## src/rtl/saph_incr_sequencer.sv

```systemverilog
// Job sequencer for saph_float_incrementer: accepts a job, latches the incrementer,
// issues steps in chunks of up to 3 with a one-cycle holdoff, then returns the final lane values.
module saph_incr_sequencer #(
  parameter int unsigned LANES  = 2,
  parameter int unsigned STEP_W = 16,
  parameter int unsigned FW     = 32
) (
  input  logic                       clk,
  input  logic                       rst,
  input  logic                       job_valid,
  output logic                       job_ready,
  input  logic [LANES-1:0][FW-1:0]   job_init,
  input  logic [LANES-1:0][FW-1:0]   job_inc,
  input  logic [STEP_W-1:0]          job_steps,
  output logic                       inc_latch,
  output logic [1:0]                 inc_count,
  input  logic                       inc_ready,
  output logic [LANES-1:0][FW-1:0]   inc_init,
  output logic [LANES-1:0][FW-1:0]   inc_inc,
  input  logic [LANES-1:0][FW-1:0]   inc_cur,
  output logic                       res_valid,
  input  logic                       res_ready,
  output logic [LANES-1:0][FW-1:0]   res_data,
  output logic                       busy
);

  typedef enum logic [2:0] {IDLE, LATCH, ISSUE, DRAIN, RESULT} state_t;

  state_t              state, state_n;
  logic [STEP_W-1:0]   remaining, remaining_n;
  logic                holdoff, holdoff_n;
  logic                res_valid_n;
  logic                accept, capture;
  logic [1:0]          chunk;

  assign chunk = (remaining > STEP_W'(3)) ? 2'd3 : remaining[1:0];

  always_comb begin
    state_n     = state;
    remaining_n = remaining;
    holdoff_n   = holdoff;
    res_valid_n = res_valid;
    accept      = 1'b0;
    capture     = 1'b0;
    job_ready   = 1'b0;
    inc_latch   = 1'b0;
    inc_count   = 2'd0;
    unique case (state)
      IDLE: begin
        job_ready = 1'b1;
        if (job_valid) begin
          accept      = 1'b1;
          remaining_n = job_steps;
          state_n     = LATCH;
        end
      end
      LATCH: begin
        inc_latch = 1'b1;
        holdoff_n = 1'b1;
        state_n   = ISSUE;
      end
      ISSUE: begin
        // Only a zero-step job reaches ISSUE with remaining==0; the chunk that empties
        // remaining moves to DRAIN itself, carrying its holdoff along.
        if (remaining == '0) begin
          holdoff_n = 1'b0;
          state_n   = DRAIN;
        end else if (holdoff) begin
          holdoff_n = 1'b0;
        end else if (inc_ready) begin
          inc_count   = chunk;
          remaining_n = remaining - STEP_W'(chunk);
          holdoff_n   = 1'b1;
          if (remaining == STEP_W'(chunk)) state_n = DRAIN;
        end
      end
      DRAIN: begin
        if (holdoff) begin
          holdoff_n = 1'b0;
        end else if (inc_ready) begin
          capture     = 1'b1;
          res_valid_n = 1'b1;
          state_n     = RESULT;
        end
      end
      RESULT: begin
        if (res_ready) begin
          res_valid_n = 1'b0;
          state_n     = IDLE;
        end
      end
      default: state_n = IDLE;
    endcase
    if (!rst) begin
      job_ready = 1'b0;
      inc_latch = 1'b0;
      inc_count = 2'd0;
    end
  end

  assign busy = rst && (state != IDLE);

  always_ff @(posedge clk) begin
    if (!rst) begin
      state     <= IDLE;
      remaining <= '0;
      holdoff   <= 1'b0;
      res_valid <= 1'b0;
      res_data  <= '0;
      inc_init  <= '0;
      inc_inc   <= '0;
    end else begin
      state     <= state_n;
      remaining <= remaining_n;
      holdoff   <= holdoff_n;
      res_valid <= res_valid_n;
      if (accept) begin
        inc_init <= job_init;
        inc_inc  <= job_inc;
      end
      if (capture) res_data <= inc_cur;
    end
  end

endmodule

```

## config.mk

```make
export PLATFORM = sky130hd
export DESIGN_NAME = saph_incr_sequencer
export DESIGN_NICKNAME = d
export VERILOG_FILES = /design/src/rtl/saph_incr_sequencer.sv
export SDC_FILE = /design/constraint.sdc
export NUM_CORES = 1
export LEC_CHECK = 0
export ABC_AREA = 1
export BUFFER_PORTS_ARGS = -buffer_cell sky130_fd_sc_hd__buf_4
export CAP_MARGIN = 25
export CORE_AREA = 2 2 161 163
export DETAILED_ROUTE_END_ITERATION = 8
export DIE_AREA = 0 0 163 165
export MAX_ROUTING_LAYER = met4
export PLACE_DENSITY = 0.63
export SLEW_MARGIN = 20
export SYNTH_ARGS = -nofsm -noshare
export SYNTH_HDL_FRONTEND = slang
export SYNTH_SLANG_ARGS = --single-unit
export TNS_END_PERCENT = 1
```

## constraint.sdc

```tcl
create_clock -name clk -period 2.2 [get_ports clk]
set_clock_uncertainty 0.15 [all_clocks]
set_input_delay 0.33 -clock clk [delete_from_list [all_inputs] [get_ports clk]]
set_output_delay 0.33 -clock clk [all_outputs]
set_load 0.03 [all_outputs]
```

* Yosys cells after proc, flatten, opt, wreduce, memory -nomap -nowiden
Index checks and enable logic that the tools add are counted.
W data, S select, Z words.
** Cells by class
- Add/subtract/negate cells :: 1
- Order comparisons :: 1
- Reduce and logical (&&, ||, !) cells :: 10
- Equality and inequality tests :: 15
- Multiplexer cells :: 35
** Operators by type and width (count)
- $mux W16 :: 4
- $pmux W16 S2 :: 1
- $mux W3 :: 8
- $eq A16 B2 Y1 :: 1
- $gt A16 B2 Y1 const B :: 1
- $logic_not A16 Y1 :: 1
- $sub A16 B2 Y16 :: 1
- $pmux W3 S5 :: 1
- $ne A2 B2 Y1 const B :: 7
- $mux W1 :: 13
- $mux W2 :: 6
- $ne A3 B3 Y1 const B :: 3
- $reduce_and A7 Y1 :: 1
- $eq A3 B2 Y1 const B :: 2
- $reduce_bool A3 Y1 :: 2
- $reduce_and A5 Y1 :: 1
- $reduce_and A4 Y1 :: 1
- $reduce_bool A2 Y1 :: 2
- $eq A3 B1 Y1 const B :: 1
- $eq A3 B3 Y1 const B :: 1
- $logic_not A3 Y1 :: 1
- $pmux W1 S3 :: 1
- $pmux W1 S2 :: 1
- $logic_and A1 B1 Y1 :: 1
** Word-level totals
- Output and inout bits :: 198
- Flip-flop bits (word level) :: 213

* Depth between registers and ports, before layout
- Depth in word-level cells :: 8
- Gate-level depth with buffers :: 16
- Mapped depth without buffers :: 16

* Worst setup path after synthesis
Ideal clock, no wire load.
- Path type :: register -> register
- From :: register remaining[8]
- To :: register remaining[14]
- Stages on the path, launching flop included :: 17
- Buffers on the path :: 0
- Setup time :: 113 ps
- Data required time :: 1937 ps
- Arrival time :: 1927 ps
- Setup slack :: 11 ps
- Period minus slack after synthesis :: 2189 ps
- Cell sequence :: dfxtp_1 -> nor2_2 -> nand2_2 -> nor2_4 -> nand2_2 -> nand2_1 -> ha_1 -> inv_1 -> nand3_1 -> nor2_1 -> nand3b_1 -> o21ai_0 -> o211ai_1 -> o21ai_0 -> nand2_2 -> nand2_1 -> nor2_1
** On the way
- Longest elaborated chain between the ends :: 7
- Elaborated cells between the ends (all ways) :: 10
- Those cells by class :: add/sub: 1; order compare: 1; eq/ne: 1; mux: 5; reduce/logical: 2
** RTL lines
- start, declared :: RTL line 30 : logic [STEP_W-1:0] remaining, remaining_n;
- start signal, assigned :: RTL line 114 : remaining <= remaining_n;
- $gt A16 B2 Y1 :: RTL line 36 : assign chunk = (remaining > STEP_W'(3)) ? 2'd3 : remaining[1:0];
- $mux W2 :: RTL line 36
- $sub A16 B2 Y16 :: RTL line 72 : remaining_n = remaining - STEP_W'(chunk);
- $mux W16 :: RTL line 70 : end else if (inc_ready) begin
- $mux W16 :: RTL line 68 : end else if (holdoff) begin
- $mux W16 :: RTL line 65 : if (remaining == '0) begin
- $pmux W16 S2 :: RTL line 48 : unique case (state)
Several ways; a longest one is shown, not always the timed one. The select of a mux whose other input is x is not followed.
A chain may end at the register's enable or synchronous reset.

* Final worst setup path
- From :: register remaining[5]
- To :: output inc_count[0]
** On the way
- Longest elaborated chain between the ends :: 7
- Elaborated cells between the ends (all ways) :: 8
- Those cells by class :: order compare: 1; mux: 6; reduce/logical: 1
** RTL lines
- $gt A16 B2 Y1 :: RTL line 36
- $mux W2 :: RTL line 36
- $mux W2 :: RTL line 70
- $mux W2 :: RTL line 68
- $mux W2 (*) :: RTL line 65
- $mux W2 (*) :: RTL line 48
- $mux W2 (*) :: RTL line 94 : if (!rst) begin
- end, declared :: RTL line 16 : output logic [1:0] inc_count,
Every way passes the cells marked *; elsewhere a longest branch is shown, timed or not.

==> results.py <==
metrics = {
    "die": {
        "fp.dieW_um": 163,
        "io_pins": 411,
        "floorplan.rows": 58,
        "initial_core_util": 0.331,
        "die-area_um2": 26900,
        "die_h_um": 165,
        "core-area_um2": 25000,
    },
    "outcome": {
        "status": "complete, but fails checks",
        "failed_checks": "negative setup slack",
    },
    "sta": {
        "hold_violations": 0,
        "worst_slack_ps": -42.0,
        "drv_slew": 0,
        "max_freq_mhz": 446,
        "rsz0062_at_grt": "yes",
        "tightest_slew_ps": 682,
        "fin_crit_sh": 1.02,
        "setup_viol": 2,
        "min_period_ps": 2240,
        "slew_headroom": 0.545,
    },
    "cells_and_area": {
        "drive_above_1_share": 0.331,
        "layout_commonest_cell": "buf_4",
        "nets": 1897,
        "post-route-util": 0.595,
        "layout-area-overhead-vs-synth_pct": 79.9,
        "stdcell_count": 2032,
        "final_cell_mix": "456 x buf_4, 204 x dfxtp_1, 195 x dlygate4sd3_1",
    },
    "grt": {
        "grt.overflow.total": 0,
        "grt_max_degree": 111,
        "grt_antenna_before_repair": 1,
        "grt_pass1_vias": 9819,
        "grt_pass1_wl_mm": 49.1,
        "grt_usage": 0.231,
    },
    "placed_design": {
        "routabilityCongestion": 0.853,
        "dp.cells": 1785,
        "dpl.hpwl_mm": 20.2,
        "port_buffers": 410,
        "pre_cts_slack_ps": -13.2,
    },
    "critical_path": {
        "worst_setup_path_start_kind": "flop",
        "r2r_cells": 17,
        "path_class": "flop to output port",
        "worst_path_max_delay_cell": "dfxtp_2",
        "crit_chain": "nor2_4 > nand2_2 > nor2_4 > nand2_2 > buf_6 > o2111ai_4 > inv_2 > buf_6",
        "cp.required_ps": 1720,
        "path_max_fanout": 3,
        "endpoint_kind": "output port",
        "cp.arrival_ps": 1760,
        "cpPeakStageDelay_ps": 330,
    },
    "route": {
        "finalWirelength_mm": 32.4,
        "detail-route-antenna-nets": 0,
        "first_pass_iters": 6,
        "dr_total_vias": 9911,
        "drtIter0Drc": 673,
        "drc": 0,
        "viasPerCell": 4.88,
        "wl_per_cell_um": 15.9,
    },
    "power": {
        "power_switching_share": 0.376,
        "ir_drop_mv": 0.766,
        "comb_power_share": 0.418,
        "leakagePower_nw": 6.78,
        "switchingPower_mw": 6.26,
        "p_per_area_nw_per_um2": 1120,
        "sequentialPowerShare": 0.297,
        "intPower_mw": 10.4,
        "power.share.clock": 0.285,
    },
    "cts": {
        "htree_levels": 1,
        "insertion_delay_ps": 510,
        "cts-root-buf": "clkbuf_16",
        "cts_buffer_depth": 3,
        "clkTransAtPathRegs_ps": 60,
        "cts-buffers-inserted": 25,
        "cts.sinks": 213,
        "cts_tree": "yes",
    },
    "synth": {
        "synth_area_um2": 8280,
        "syn_nets": 1297,
        "ys_seq_elements": 213,
        "yosysUniqueCellTypes": 35,
        "ys_warn_count": 0,
        "synthCells": 1083,
        "synthFlopType": "dfxtp_1",
        "syn_area_per_cell_um2": 7.64,
        "ys_async_sr_fraction": 0,
        "synth_edf_count": 0,
        "synth_seq_area_share": 0.515,
    },
    "hold_path": {
        "min_delay_path_depth": 5,
        "worstHoldPathType": "primary input to flop",
    },
    "flow_run": {
        "maxCapViolations": 0,
    },
}
[worst paths after layout]
kind	startpoint	end	slack [ps]
worst max register to register	remaining[5]	remaining[14]	20
worst min-delay path	job_steps[14]	remaining[14]	20
worst min register to register	inc_init[59]	inc_init[59]	310
worst max-delay path	remaining[5]	inc_count[0]	-40
[power groups by stage]
stage | sequential, mW | combinational [mW] | clock [mW]
after floorplan | 5.93 | 2.92 | 0
after global placement | 4.93 | 6.27 | 0
after detailed placement | 4.94 | 6.30 | 0
after CTS | 4.90 | 6.76 | 4.88
after global routing | 5.01 | 7.53 | 5.02
final | 4.94 | 6.96 | 4.75
[repair_timing]
| action | in CTS | in global routing |
|---|---|---|
| setup endpoints to repair | 3 | 9 |
| hold buffers | 195 | 0 |
| gates resized for setup | 15 | 24 |
| buffers inserted | 5 | 1 |
| pin swaps | 10 | 11 |
| hold endpoints to repair | 196 | 0 |
[cells by family (layout without fill, tap and decap cells)]
kind of cell,count (synthesis),after routing,share of synthesized area
buf+inv,114,732,0.0602
flops,213,213,0.515
xor+xnor,2,2,0.00212
other cells,0,1,0
simple gates,506,506,0.266
fa+ha+maj,1,1,0.00151
compound gates,247,247,0.155
[synthesized netlist by cell type, types with 2 or more instances]
master | count | area share
o2111ai_1 | 4 | 0.0042
nor2_4 | 5 | 0.0068
o21bai_1 | 2 | 0.0018
o211ai_1 | 4 | 0.0036
nand2_2 | 6 | 0.0045
clkbuf_1 | 49 | 0.022
o21ai_0 | 75 | 0.045
inv_1 | 21 | 0.0095
inv_2 | 7 | 0.0032
or2_2 | 6 | 0.0045
buf_6 | 3 | 0.0041
dfxtp_1 | 213 | 0.52
a21oi_1 | 144 | 0.087
o21ai_1 | 11 | 0.0067
buf_1 | 2 | 0.00091
nor4_1 | 2 | 0.0015
nand2_1 | 174 | 0.079
xor2_1 | 2 | 0.0021
nor2_1 | 157 | 0.071
nor3_1 | 2 | 0.0012
nand4_1 | 2 | 0.0015
nand3_1 | 144 | 0.087
buf_4 | 2 | 0.0018
a31oi_1 | 3 | 0.0023
buf_2 | 29 | 0.018
nor2_2 | 5 | 0.0038
[state kept, by name, summed over array words and instances (netlist names)]
register / flops
remaining: 16
state: 3
inc_init: 64
res_valid: 1
holdoff: 1
inc_inc: 64
res_data: 64
[metal layers]
layer | routed length [µm] | part of all wire | global-route usage | vias up
met1 | 12700 | 0.39 | 0.262 | 4591
met2 | 15700 | 0.48 | 0.388 | 417
met4 | 1470 | 0.045 | 0.112 | 0
met3 | 2500 | 0.077 | 0.0520 | 108
met5 | 0 | 0 | - | -
li1 | - | - | - | 4795
[area by class of cell]
cell class / count / area, µm²
multi-input combinational: 756 / 3620
fill: 2149 / 10100
antenna: 1 / 2.50
sequential: 213 / 4280
clock inverter: 12 / 241
clock buffer: 33 / 716
timing repair buffer: 659 / 5510
inverter: 28 / 110
tap: 330 / 413
[through the flow]
step                area, µm²  power (mW)  hold WS [ps]  TNS [ps]
CTS                     14800        16.5          3.49      -146
detailed placement      11800        11.2           302     -13.2
global route            14900        17.6          29.2      -462
global placement        11800        11.2           299         0
floorplan                8280        8.85           304         0
finish                  14900        16.6          20.2     -66.3
[worst max-delay path: cells and delay by family, from the launching register on]
kind	cells	cell delay (ps)
DFF	1	330
buffers and inverters	3	310
AOI/OAI and AO/OA	1	190
and+or+nand+nor	4	400
Power figures use the tool's default switching activity.
